$ cat src/rtl/press_classifier_if.sv
// Handshake bundle between the debouncer side (master) and press_classifier (slave):
// debounced rise/fall pulses in, classified events and last press duration out.
interface press_classifier_if #(
  parameter int DUR_WIDTH = 12
);
  logic                 press_rise;
  logic                 press_fall;
  logic                 pressed;
  logic                 short_press;
  logic                 long_press;
  logic                 repeat_press;
  logic                 double_press;
  logic [DUR_WIDTH-1:0] last_dur;

  modport master (
    output press_rise, press_fall,
    input  pressed, short_press, long_press, repeat_press, double_press, last_dur
  );

  modport slave (
    input  press_rise, press_fall,
    output pressed, short_press, long_press, repeat_press, double_press, last_dur
  );
endinterface

$ cat src/rtl/press_classifier.sv
// Classifies debounced presses into short / long / auto-repeat events and reports the last
// press duration in prescaled ticks. Double-click detection: PRESS_CLASSIFIER_DOUBLE_CLICK_EN.
module press_classifier #(
  parameter int                   CNT_WIDTH    = 17,
  parameter logic [CNT_WIDTH-1:0] TICK_DIV     = 17'd100000,
  parameter int                   DUR_WIDTH    = 12,
  parameter logic [DUR_WIDTH-1:0] LONG_TICKS   = 12'd1000,
  parameter logic [DUR_WIDTH-1:0] REPEAT_TICKS = 12'd200,
  parameter logic [DUR_WIDTH-1:0] DOUBLE_TICKS = 12'd300
) (
  input  logic              clk,
  input  logic              rst_n,
  press_classifier_if.slave bus
);

  typedef enum logic [1:0] {
    S_IDLE    = 2'd0,
    S_PRESSED = 2'd1,
    S_LONG    = 2'd2
`ifdef PRESS_CLASSIFIER_DOUBLE_CLICK_EN
    , S_WAIT2 = 2'd3
`endif
  } state_t;

  localparam logic [CNT_WIDTH-1:0] TICK_LAST = TICK_DIV - 1'b1;
  localparam logic [DUR_WIDTH-1:0] DUR_MAX   = '1;

  state_t               r_state;
  state_t               w_state_next;
  logic [CNT_WIDTH-1:0] r_presc;
  logic [DUR_WIDTH-1:0] r_dur;
  logic [DUR_WIDTH-1:0] r_rep;
  logic [DUR_WIDTH-1:0] r_last_dur;
  logic                 r_pressed;
  logic                 r_short;
  logic                 r_long;
  logic                 r_repeat;
  logic                 r_double;

  logic                 w_tick;
  logic                 w_rise;
  logic                 w_fall;
  logic [DUR_WIDTH-1:0] w_dur_inc;
  logic [DUR_WIDTH-1:0] w_dur_now;
  logic [DUR_WIDTH-1:0] w_rep_inc;
  logic                 w_rep_wrap;
  logic                 w_start;
  logic                 w_capture;
  logic                 w_rep_clr;
  logic                 w_short_next;
  logic                 w_long_next;
  logic                 w_repeat_next;
  logic                 w_double_next;

`ifdef PRESS_CLASSIFIER_DOUBLE_CLICK_EN
  logic [DUR_WIDTH-1:0] r_win;
  logic [DUR_WIDTH-1:0] w_win_inc;
  logic                 r_supp;
  logic                 w_win_clr;
  logic                 w_supp_set;
  logic                 w_supp_clr;

  assign w_win_inc = r_win + 1'b1;
`else
  logic w_unused_double;
  assign w_unused_double = ^DOUBLE_TICKS;
`endif

  // A rise and fall arriving together cancel out and are treated as no input.
  assign w_tick     = (r_presc == TICK_LAST);
  assign w_rise     = bus.press_rise & ~bus.press_fall;
  assign w_fall     = bus.press_fall & ~bus.press_rise;
  assign w_dur_inc  = (r_dur == DUR_MAX) ? r_dur : r_dur + 1'b1;
  assign w_dur_now  = w_tick ? w_dur_inc : r_dur;
  assign w_rep_inc  = r_rep + 1'b1;
  assign w_rep_wrap = w_tick && (REPEAT_TICKS != '0) && (w_rep_inc == REPEAT_TICKS);

  always_comb begin
    w_state_next  = r_state;
    w_start       = 1'b0;
    w_capture     = 1'b0;
    w_rep_clr     = 1'b0;
    w_short_next  = 1'b0;
    w_long_next   = 1'b0;
    w_repeat_next = 1'b0;
    w_double_next = 1'b0;
`ifdef PRESS_CLASSIFIER_DOUBLE_CLICK_EN
    w_win_clr     = 1'b0;
    w_supp_set    = 1'b0;
    w_supp_clr    = 1'b0;
`endif
    case (r_state)
      S_IDLE: begin
        if (w_rise) begin
          w_state_next = S_PRESSED;
          w_start      = 1'b1;
`ifdef PRESS_CLASSIFIER_DOUBLE_CLICK_EN
          w_supp_clr   = 1'b1;
`endif
        end
      end
      S_PRESSED: begin
        // Release wins over a long transition landing on the same tick.
        if (w_fall) begin
          w_capture = 1'b1;
`ifdef PRESS_CLASSIFIER_DOUBLE_CLICK_EN
          if (r_supp) begin
            w_state_next = S_IDLE;
          end else begin
            w_state_next = S_WAIT2;
            w_win_clr    = 1'b1;
          end
`else
          w_state_next = S_IDLE;
          w_short_next = 1'b1;
`endif
        end else if (w_tick && (w_dur_inc == LONG_TICKS)) begin
          w_state_next = S_LONG;
          w_long_next  = 1'b1;
          w_rep_clr    = 1'b1;
        end
      end
      S_LONG: begin
        if (w_fall) begin
          w_capture    = 1'b1;
          w_state_next = S_IDLE;
        end else if (w_rep_wrap) begin
          w_repeat_next = 1'b1;
        end
      end
`ifdef PRESS_CLASSIFIER_DOUBLE_CLICK_EN
      S_WAIT2: begin
        // A second press on the expiry tick still counts as a double click.
        if (w_rise) begin
          w_state_next  = S_PRESSED;
          w_start       = 1'b1;
          w_double_next = 1'b1;
          w_supp_set    = 1'b1;
        end else if (w_tick && (w_win_inc == DOUBLE_TICKS)) begin
          w_state_next = S_IDLE;
          w_short_next = 1'b1;
        end
      end
`endif
      default: begin
        w_state_next = S_IDLE;
      end
    endcase
  end

  always_ff @(posedge clk or negedge rst_n) begin
    if (!rst_n) begin
      r_state <= S_IDLE;
    end else begin
      r_state <= w_state_next;
    end
  end

  always_ff @(posedge clk or negedge rst_n) begin
    if (!rst_n) begin
      r_presc    <= '0;
      r_dur      <= '0;
      r_rep      <= '0;
      r_last_dur <= '0;
      r_pressed  <= 1'b0;
      r_short    <= 1'b0;
      r_long     <= 1'b0;
      r_repeat   <= 1'b0;
      r_double   <= 1'b0;
    end else begin
      // Prescaler restarts with each press so durations are quantised from press start.
      if (w_start || w_tick) begin
        r_presc <= '0;
      end else begin
        r_presc <= r_presc + 1'b1;
      end

      if (w_start) begin
        r_dur <= '0;
      end else if (w_tick && ((r_state == S_PRESSED) || (r_state == S_LONG))) begin
        r_dur <= w_dur_inc;
      end

      if (w_rep_clr) begin
        r_rep <= '0;
      end else if ((r_state == S_LONG) && w_tick) begin
        r_rep <= w_rep_wrap ? '0 : w_rep_inc;
      end

      // Captured duration includes a tick that coincides with the release cycle.
      if (w_capture) begin
        r_last_dur <= w_dur_now;
      end

      r_pressed <= (w_state_next == S_PRESSED) || (w_state_next == S_LONG);
      r_short   <= w_short_next;
      r_long    <= w_long_next;
      r_repeat  <= w_repeat_next;
      r_double  <= w_double_next;
    end
  end

`ifdef PRESS_CLASSIFIER_DOUBLE_CLICK_EN
  always_ff @(posedge clk or negedge rst_n) begin
    if (!rst_n) begin
      r_win  <= '0;
      r_supp <= 1'b0;
    end else begin
      if (w_win_clr) begin
        r_win <= '0;
      end else if ((r_state == S_WAIT2) && w_tick) begin
        r_win <= w_win_inc;
      end

      if (w_supp_set) begin
        r_supp <= 1'b1;
      end else if (w_supp_clr) begin
        r_supp <= 1'b0;
      end
    end
  end
`endif

  assign bus.pressed      = r_pressed;
  assign bus.short_press  = r_short;
  assign bus.long_press   = r_long;
  assign bus.repeat_press = r_repeat;
  assign bus.double_press = r_double;
  assign bus.last_dur     = r_last_dur;

endmodule

$ cat src/flat_wrapper.sv
// flat-port wrapper written by rule: the top's interface ports become plain ports
module press_classifier_flat 
#(
  parameter int                   CNT_WIDTH    = 17,
  parameter logic [CNT_WIDTH-1:0] TICK_DIV     = 17'd100000,
  parameter int                   DUR_WIDTH    = 12,
  parameter logic [DUR_WIDTH-1:0] LONG_TICKS   = 12'd1000,
  parameter logic [DUR_WIDTH-1:0] REPEAT_TICKS = 12'd200,
  parameter logic [DUR_WIDTH-1:0] DOUBLE_TICKS = 12'd300
)
  (clk, rst_n, bus_press_rise, bus_press_fall, bus_pressed, bus_short_press, bus_long_press, bus_repeat_press, bus_double_press, bus_last_dur);
  press_classifier_if #(.DUR_WIDTH(DUR_WIDTH)) bus_i ();
  input  logic clk;
  input  logic rst_n;
  input wire logic [$bits(bus_i.press_rise)-1:0] bus_press_rise;
  input wire logic [$bits(bus_i.press_fall)-1:0] bus_press_fall;
  output wire logic [$bits(bus_i.pressed)-1:0] bus_pressed;
  output wire logic [$bits(bus_i.short_press)-1:0] bus_short_press;
  output wire logic [$bits(bus_i.long_press)-1:0] bus_long_press;
  output wire logic [$bits(bus_i.repeat_press)-1:0] bus_repeat_press;
  output wire logic [$bits(bus_i.double_press)-1:0] bus_double_press;
  output wire logic [$bits(bus_i.last_dur)-1:0] bus_last_dur;
  assign bus_i.press_rise = bus_press_rise;
  assign bus_i.press_fall = bus_press_fall;
  assign bus_pressed = bus_i.pressed;
  assign bus_short_press = bus_i.short_press;
  assign bus_long_press = bus_i.long_press;
  assign bus_repeat_press = bus_i.repeat_press;
  assign bus_double_press = bus_i.double_press;
  assign bus_last_dur = bus_i.last_dur;
  press_classifier #(.CNT_WIDTH(CNT_WIDTH), .TICK_DIV(TICK_DIV), .DUR_WIDTH(DUR_WIDTH), .LONG_TICKS(LONG_TICKS), .REPEAT_TICKS(REPEAT_TICKS), .DOUBLE_TICKS(DOUBLE_TICKS)) u_core (.clk(clk), .rst_n(rst_n), .bus(bus_i));
endmodule
$ cat config.mk
export PLATFORM = sky130hd
export DESIGN_NAME = press_classifier_flat
export DESIGN_NICKNAME = d
export VERILOG_FILES = /design/src/rtl/press_classifier_if.sv /design/src/rtl/press_classifier.sv /design/src/flat_wrapper.sv
export SDC_FILE = /design/constraint.sdc
export NUM_CORES = 1
export LEC_CHECK = 0
export CORE_MARGIN = 4
export CORE_UTILIZATION = 48
export DETAILED_ROUTE_END_ITERATION = 7
export GPL_TIMING_DRIVEN = 0
export PLACE_DENSITY_LB_ADDON = 0.15
export SKIP_LAST_GASP = 1
export SLEW_MARGIN = 20
export SYNTH_ARGS = -nofsm -noshare
export SYNTH_HDL_FRONTEND = slang
export SYNTH_SLANG_ARGS = --single-unit
$ cat constraint.sdc
create_clock -name clk -period 5.25 [get_ports clk]
set_clock_uncertainty 0.15 [all_clocks]
set_input_delay 0.525 -clock clk [delete_from_list [all_inputs] [get_ports clk]]
set_output_delay 0.525 -clock clk [all_outputs]
set_load 0.01 [all_outputs]
==> results.py, run 1 <==
metrics = {
    "setup_path": {
        "rr_worst_depth": 9,
        "critPathCapture": "u_core.r_rep[5]",
        "path_class": "register to register",
        "critical-path-slowest-cell": "sky130_fd_sc_hd__or3_4",
        "crit_path_start_kind": "register",
        "worst_path_most_repeated_cell": "sky130_fd_sc_hd__nand3_2",
        "slowest_delay_ns": 0.39,
        "worst_ep_required_time_ns": 5.33,
        "r2r-start": "u_core.r_dur[0]",
        "worst-r2r-setup-slack_ns": 2.56,
        "worstSetupEndpointType": "register",
        "worst_r2r_endpoint": "u_core.r_rep[5]",
        "cp-startpoint": "u_core.r_dur[0]",
        "critPathMaxFanout": 10,
        "cp.arrival_ns": 2.77,
        "crit_path_cell_trace": "ha_1 -> buf_2 -> nand3_2 -> or3_4 -> a2111oi_4 -> nand3_2 -> nor4_4 -> buf_4 -> nor2_1",
    },
    "synth": {
        "number_of_enable_type_register_cells_in_the_synthesized_netlist": 0,
        "synth_async_sr_flop_share_pct": 100,
        "post_synth.cell_area_avg_sq_um": 9.02,
        "yosysUniqueCellTypes": 52,
        "ys_warn_count": 0,
        "ys_seq_area_share_pct": 42.9,
        "synth_flop_cell": "sky130_fd_sc_hd__dfrtp_1",
        "postSynthRegisterBits": 59,
        "syn-num-nets": 394,
        "synth_cells": 382,
        "syn-cell-area_sq_um": 3440,
    },
    "cells_and_area": {
        "area.growth.synth_to_final_pct": 17.1,
        "finalInstanceArea_sq_um": 4030,
        "fill_cells": 633,
        "antenna_cells_inserted": 0,
        "most_common_library_cell_in_the_layout_ignoring_fill_and_taps": "sky130_fd_sc_hd__dfrtp_1",
        "stdcell_count": 515,
        "area_of_the_multi_input_gates_sq_um": 1830,
        "finalNetCount": 426,
        "final_core_util_pct": 58.7,
        "layout.cells.most_common_list": "sky130_fd_sc_hd__dfrtp_1 (59), sky130_fd_sc_hd__nor2_1 (53), sky130_fd_sc_hd__nand2_1 (39), sky130_fd_sc_hd__a21oi_1 (31), sky130_fd_sc_hd__clkdlybuf4s50_1 (18)",
        "layout-drive-gt1-share_pct": 9.31,
        "seq_area_sq_um": 1480,
    },
    "drt": {
        "route.final.wire_length_mm": 7.90,
        "detail_route.vias_per_cell": 5.63,
        "detailedRoute.firstPassIterationCount": 4,
        "wire_per_inst_microns": 15.3,
        "via_count": 2902,
        "drc": 0,
        "drt_iter0_drc": 169,
        "drt.antenna.violating_nets": 0,
    },
    "pwr": {
        "power_report.internal_total_w": 0.000895,
        "total_leakage_power_nw": 1.68,
        "switching_share_pct": 27.1,
        "share_comb_of_total_power_pct": 15.1,
        "clockPowerShare_pct": 42.7,
        "p_per_area_nw_per_um2": 304,
        "power.switching_w": 0.000332,
        "power.sequential.fraction_pct": 42.2,
        "ir_drop_mv": 0.177,
    },
    "floorplanning": {
        "core.rowCount": 30,
        "coreArea_sq_um": 6870,
        "boundaryPins": 21,
        "initial_core_util_pct": 50.1,
        "die_h_microns": 92.7,
        "fp.dieArea_sq_um": 8600,
        "floorplan.die.width_microns": 92.7,
    },
    "clock_tree": {
        "post-cts-setup-buffers": 0,
        "cts.htree.levels": 3,
        "clk_latency_ns": 0.35,
        "clock_tree.root_cell": "sky130_fd_sc_hd__clkbuf_8",
        "tritoncts": "done",
        "cts_max_path_buffers": 2,
        "cts.sinks": 59,
        "clkSlewWorstSetupHoldPaths_ns": 0.07,
        "cts_buffers": 9,
    },
    "outcome": {
        "run_status": "finished, final reports clean",
    },
    "timing": {
        "max_slew_margin_pct": 53.5,
        "timing.final.max_slew_violations": 0,
        "hold_fails_final_rpt": 0,
        "report.final.setup_viol": 0,
        "finalCritPeriodShare_pct": 51.3,
        "fin_crit_ns": 2.69,
        "tns_ns": 0,
        "tightest_slew_ns": 0.693,
        "clock.fmax_mhz": 372,
        "grt_setup_unrepaired": "no",
    },
    "global_routing": {
        "grt_antenna_before_repair": 0,
        "grt_pass1_vias": 2720,
        "groute.usage.overall_pct": 19.5,
        "gr-total-overflow": 0,
        "wire_length_of_the_first_global_routing_pass_mm": 13.3,
        "pin_count_of_the_biggest_net_entering_global_routing": 34,
    },
    "placed_design": {
        "place.detailed.instances": 498,
        "place_congestion": 0.872,
        "total_of_buffers_placed_on_input_and_output_ports": 19,
        "dpl-instance-area_sq_um": 3770,
        "post-dp-hpwl_mm": 5.54,
    },
    "worst_hold_path": {
        "hold_class": "register to register",
    },
    "job": {
        "drv_cap": 0,
    },
}
-- state kept, by name, summed over array words and instances, names as in the netlist --
name and cells:
u_core.bus.repeat_press 1, u_core.r_presc 17, u_core.r_state 2, u_core.r_rep 12
u_core.bus.last_dur 12, u_core.r_dur 12, u_core.bus.pressed 1, u_core.bus.short_press 1
u_core.bus.long_press 1
-- area by class of cell --
type	instances	share of cell area, %
plain buffers	23	2.67
inverters	8	0.745
clock inverters	6	2.79
well taps	96	2.98
clock buffers	10	3.41
flip-flops and latches	59	36.6
repair buffers	21	5.40
multi-input cells	292	45.4
-- stage by stage --
step | hold WS [ns] | setup slack, ns | power, W
final | 0.328 | 2.56 | 0.00123
after global routing | 0.350 | 2.37 | 0.00129
after CTS | 0.332 | 2.54 | 0.00123
after detailed placement | 0.314 | 2.58 | 0.000711
after global placement | 0.311 | 1.54 | 0.000704
after floorplan | 0.0794 | 2.89 | 0.000637
-- worst max-delay path, delay by kind of cell (launching register included) --
kind	cells	cell delay [ns]
AOI/OAI and AO/OA	1	0.35
adders and majority gates	1	0.14
buffers and inverters	2	0.45
DFF	1	0.36
and+or+nand+nor	5	1.12
-- cells by family (layout without fill, tap and decap cells) --
group                      after synthesis  after routing  share of synthesized area [%]
buffers and inverters                   31             68                           4.00
and+or+nand+nor                        169            169                           26.2
adders and majority gates                8              8                           2.91
AOI/OAI and AO/OA                       84             84                           16.2
muxes                                    4              4                           1.16
other                                    1              1                          0.109
DFF                                     59             59                           42.9
xor gates and xnor gates                26             26                           6.61
-- cells in the mapped netlist (all sizes together) (7+ instances only) --
cell	n	area, sq um
buf	9	55.1
clkbuf	14	52.6
o21ai	15	75.1
a311oi	11	96.3
nand4	14	103
and4	8	70.1
xor2	14	123
ha	8	100
inv	8	30.0
dfrtp	59	1480
xnor2	12	105
nand2	39	146
a21oi	31	155
a21o	7	52.6
nor3	11	55.1
nor2	54	205
nand3	13	75.1
-- worst min path at each step --
stage / from / end / slack, ns / cells after the start
after floorplan: rst_n / u_core.bus.last_dur[0] / 0.08 / 0
after global placement: u_core.bus.last_dur[2] / u_core.bus.last_dur[2] / 0.31 / 1
after detailed placement: rst_n / u_core.r_rep[5] / 0.31 / 1
after CTS: u_core.bus.last_dur[8] / u_core.bus.last_dur[8] / 0.33 / 1
after global routing: u_core.bus.last_dur[8] / u_core.bus.last_dur[8] / 0.35 / 1
final: u_core.bus.last_dur[8] / u_core.bus.last_dur[8] / 0.33 / 1
-- layer usage --
layer | routed length [microns] | share of wire, % | up-vias | GRT usage [%]
met5 | 0 | 0 | - | 0
met4 | 97 | 1.2 | 0 | 7.33
met3 | 412 | 5.2 | 9 | 3.25
met2 | 3420 | 43 | 69 | 28.7
met1 | 3970 | 50 | 1394 | 28.7
li1 | - | - | 1430 | -
-- power by group through the flow --
| stage | Sequential, W | Combinational (W) | Clock [W] |
|---|---|---|---|
| finish | 0.000518 | 0.000185 | 0.000524 |
| global route | 0.000523 | 0.000213 | 0.000549 |
| CTS | 0.000518 | 0.000187 | 0.000529 |
| detailed placement | 0.000527 | 0.000185 | 0 |
| global placement | 0.000525 | 0.000179 | 0 |
| floorplan | 0.000527 | 0.000110 | 0 |
-- what timing repair did --
| action | CTS | global route |
|---|---|---|
| resized for setup | 0 | 0 |
| hold buffers | 1 | 0 |
| hold endpoints to repair | 26 | 0 |
(Power assumes the default switching activity.)
==> run 2, diff against run 1 <==
Clock period 5.25 ns to 2.4 ns, I/O delays scaled along.
==> results.py, run 2 (same netlist as run 1, synthesis figures left out) <==
metrics = {
    "drt": {
        "route.final.wire_length_mm": 8.52,
        "detailedRoute.firstPassIterationCount": 4,
        "wire_per_inst_microns": 16.1,
        "detail_route.vias_per_cell": 5.73,
        "drc": 0,
        "drt_iter0_drc": 203,
        "drt.antenna.violating_nets": 0,
        "via_count": 3032,
    },
    "placed_design": {
        "post-dp-hpwl_mm": 5.54,
        "place_congestion": 0.872,
        "total_of_buffers_placed_on_input_and_output_ports": 19,
        "dpl_worst_slack_ns": -0.272,
        "dpl-instance-area_sq_um": 3770,
    },
    "cells_and_area": {
        "finalNetCount": 440,
        "most_common_library_cell_in_the_layout_ignoring_fill_and_taps": "sky130_fd_sc_hd__dfrtp_1",
        "antenna_cells_inserted": 0,
        "final_core_util_pct": 63.0,
        "area.growth.synth_to_final_pct": 25.5,
        "area_of_the_multi_input_gates_sq_um": 1970,
        "seq_area_sq_um": 1480,
        "number_of_flip_flops_in_the_largest_register": 17,
        "fill_cells": 589,
        "layout.cells.most_common_list": "sky130_fd_sc_hd__dfrtp_1 (55), sky130_fd_sc_hd__nor2_1 (53), sky130_fd_sc_hd__nand2_1 (38), sky130_fd_sc_hd__a21oi_1 (31), sky130_fd_sc_hd__buf_4 (25)",
        "layout-drive-gt1-share_pct": 18.9,
        "finalInstanceArea_sq_um": 4320,
        "register_ranked_first_by_flip_flop_count": "u_core.r_presc",
    },
    "timing": {
        "grt_setup_unrepaired": "yes",
        "tightest_slew_ns": 0.730,
        "clock.fmax_mhz": 406,
        "max_slew_margin_pct": 51.0,
        "finalCritPeriodShare_pct": 103,
        "tns_ns": -0.0892,
        "fin_crit_ns": 2.46,
        "timing.final.max_slew_violations": 0,
        "finalWorstSetupSlack_ns": -0.0632,
        "hold_slack_ns": 0.213,
        "report.final.setup_viol": 2,
        "hold_fails_final_rpt": 0,
    },
    "floorplanning": {
        "core.rowCount": 30,
        "fp.dieArea_sq_um": 8600,
        "floorplan.die.width_microns": 92.7,
        "boundaryPins": 21,
        "coreArea_sq_um": 6870,
        "die_h_microns": 92.7,
        "initial_core_util_pct": 50.1,
    },
    "clock_tree": {
        "clkSlewWorstSetupHoldPaths_ns": 0.07,
        "cts.sinks": 59,
        "clk_latency_ns": 0.34,
        "tritoncts": "done",
        "cts_max_path_buffers": 2,
        "clock_tree.root_cell": "sky130_fd_sc_hd__clkbuf_8",
        "cts.htree.levels": 3,
        "cts_buffers": 9,
    },
    "setup_path": {
        "path_class": "register to register",
        "cp.arrival_ns": 2.58,
        "critPathMaxFanout": 3,
        "worst_ep_required_time_ns": 2.51,
        "worstSetupEndpointType": "register",
        "crit_path_start_kind": "register",
    },
    "outcome": {
        "run_status": "complete, but fails checks",
        "violations_in_the_final_reports": "negative setup slack",
    },
    "global_routing": {
        "gr-total-overflow": 0,
        "wire_length_of_the_first_global_routing_pass_mm": 13.9,
        "groute.usage.overall_pct": 20.3,
        "grt_pass1_vias": 2828,
        "grt_antenna_before_repair": 0,
        "pin_count_of_the_biggest_net_entering_global_routing": 34,
    },
    "job": {
        "drv_cap": 0,
    },
    "pwr": {
        "p_per_area_nw_per_um2": 629,
        "total_leakage_power_nw": 1.81,
        "ir_drop_mv": 0.401,
    },
    "worst_hold_path": {
        "hold_class": "input pin to asynchronous set/reset pin",
    },
}
## run 2: changes by cell type in the layout (fill, tap and decap cells not counted), moves of 3 or more
| cell | previous run | this run |
|---|---|---|
| sky130_fd_sc_hd__clkbuf_1 | 14 | 6 |
| sky130_fd_sc_hd__dfrtp_1 | 59 | 55 |
| sky130_fd_sc_hd__nor3_1 | 11 | 7 |
| sky130_fd_sc_hd__dfrtp_2 | 0 | 4 |
| sky130_fd_sc_hd__buf_4 | 5 | 25 |
| sky130_fd_sc_hd__ha_1 | 8 | 5 |
| sky130_fd_sc_hd__nor3_2 | 0 | 3 |
## run 2: metal layers
layer / global-route usage, % / vias up / share of wire, %
li1: - / 1458 / -
met5: 0 / - / 0
met4: 7.81 / 0 / 1.2
met2: 30.6 / 67 / 46
met3: 3.25 / 12 / 4.1
met1: 29.3 / 1495 / 48
## run 2: layout make-up
cell class              count  area share, %
inverters                   8          0.694
well taps                  96           2.78
clock buffers              10           3.18
clock inverters             6           2.60
multi-input cells         292           45.7
flip-flops and latches     59           34.3
repair buffers             42           8.77
plain buffers              16           2.05
## run 2: critical path: stages (launching register included)
cell	delay, ns
sky130_fd_sc_hd__dfrtp_1	0.40
sky130_fd_sc_hd__ha_4	0.18
sky130_fd_sc_hd__nand3_4	0.09
sky130_fd_sc_hd__or3_4	0.39
sky130_fd_sc_hd__a2111oi_4	0.37
sky130_fd_sc_hd__nand3_2	0.16
sky130_fd_sc_hd__buf_6	0.15
sky130_fd_sc_hd__o31ai_4	0.24
sky130_fd_sc_hd__o211ai_1	0.12
sky130_fd_sc_hd__a21oi_1	0.15
## run 2: what timing repair did
item / in CTS / in global routing
endpoints found under the hold margin: 33 / 0
gates cloned: 1 / 0
hold buffers: 1 / 0
pin swaps: 7 / 15
buffers inserted: 12 / 8
setup endpoints to repair: 40 / 42
resized for setup: 17 / 25
## run 2: worst paths after layout
path	startpoint	to	slack, ns	cells past startpoint
setup / recovery	u_core.r_dur[0]	u_core.bus.pressed	-0.06	9
hold / removal	rst_n	u_core.r_rep[9]	0.21	2
setup reg to reg	u_core.r_dur[0]	u_core.bus.pressed	-0.06	9
hold reg to reg	u_core.bus.last_dur[8]	u_core.bus.last_dur[8]	0.33	1
max in group asynchronous	rst_n	u_core.r_rep[3]	1.39	3
min in group clk	u_core.bus.last_dur[8]	u_core.bus.last_dur[8]	0.33	1
## run 2: power by group
part | total, W | internal [W] | switching (W)
registers | 0.00114 | 0.00107 | 0.0000670
clock network | 0.00114 | 0.000720 | 0.000425
logic | 0.000434 | 0.000183 | 0.000251
## run 2: through the flow
stage          cells  power [W]
3_5_place_dp     498    0.00156
4_1_cts          527    0.00271
5_1_grt          529    0.00285
3_3_place_gp     497    0.00154
6_report         529    0.00272
2_1_floorplan    382    0.00139
==> run 3, diff against run 2 <==
Clock period 2.4 ns to 3 ns, I/O delays scaled along.
==> results of run 3 <==
Same layout as run 1 (identical final DEF). Status: finished, final reports clean.
Main changes from that run: setup slack after placement 2.58 ns -> 0.328 ns; setup slack after layout 2.56 ns -> 0.309 ns; hold slack 0.328 ns -> 0.268 ns; register-to-register setup slack 2.56 ns -> 0.31 ns; total power 0.00123 W -> 0.00215 W; worst IR drop on VDD 0.177 mV -> 0.309 mV
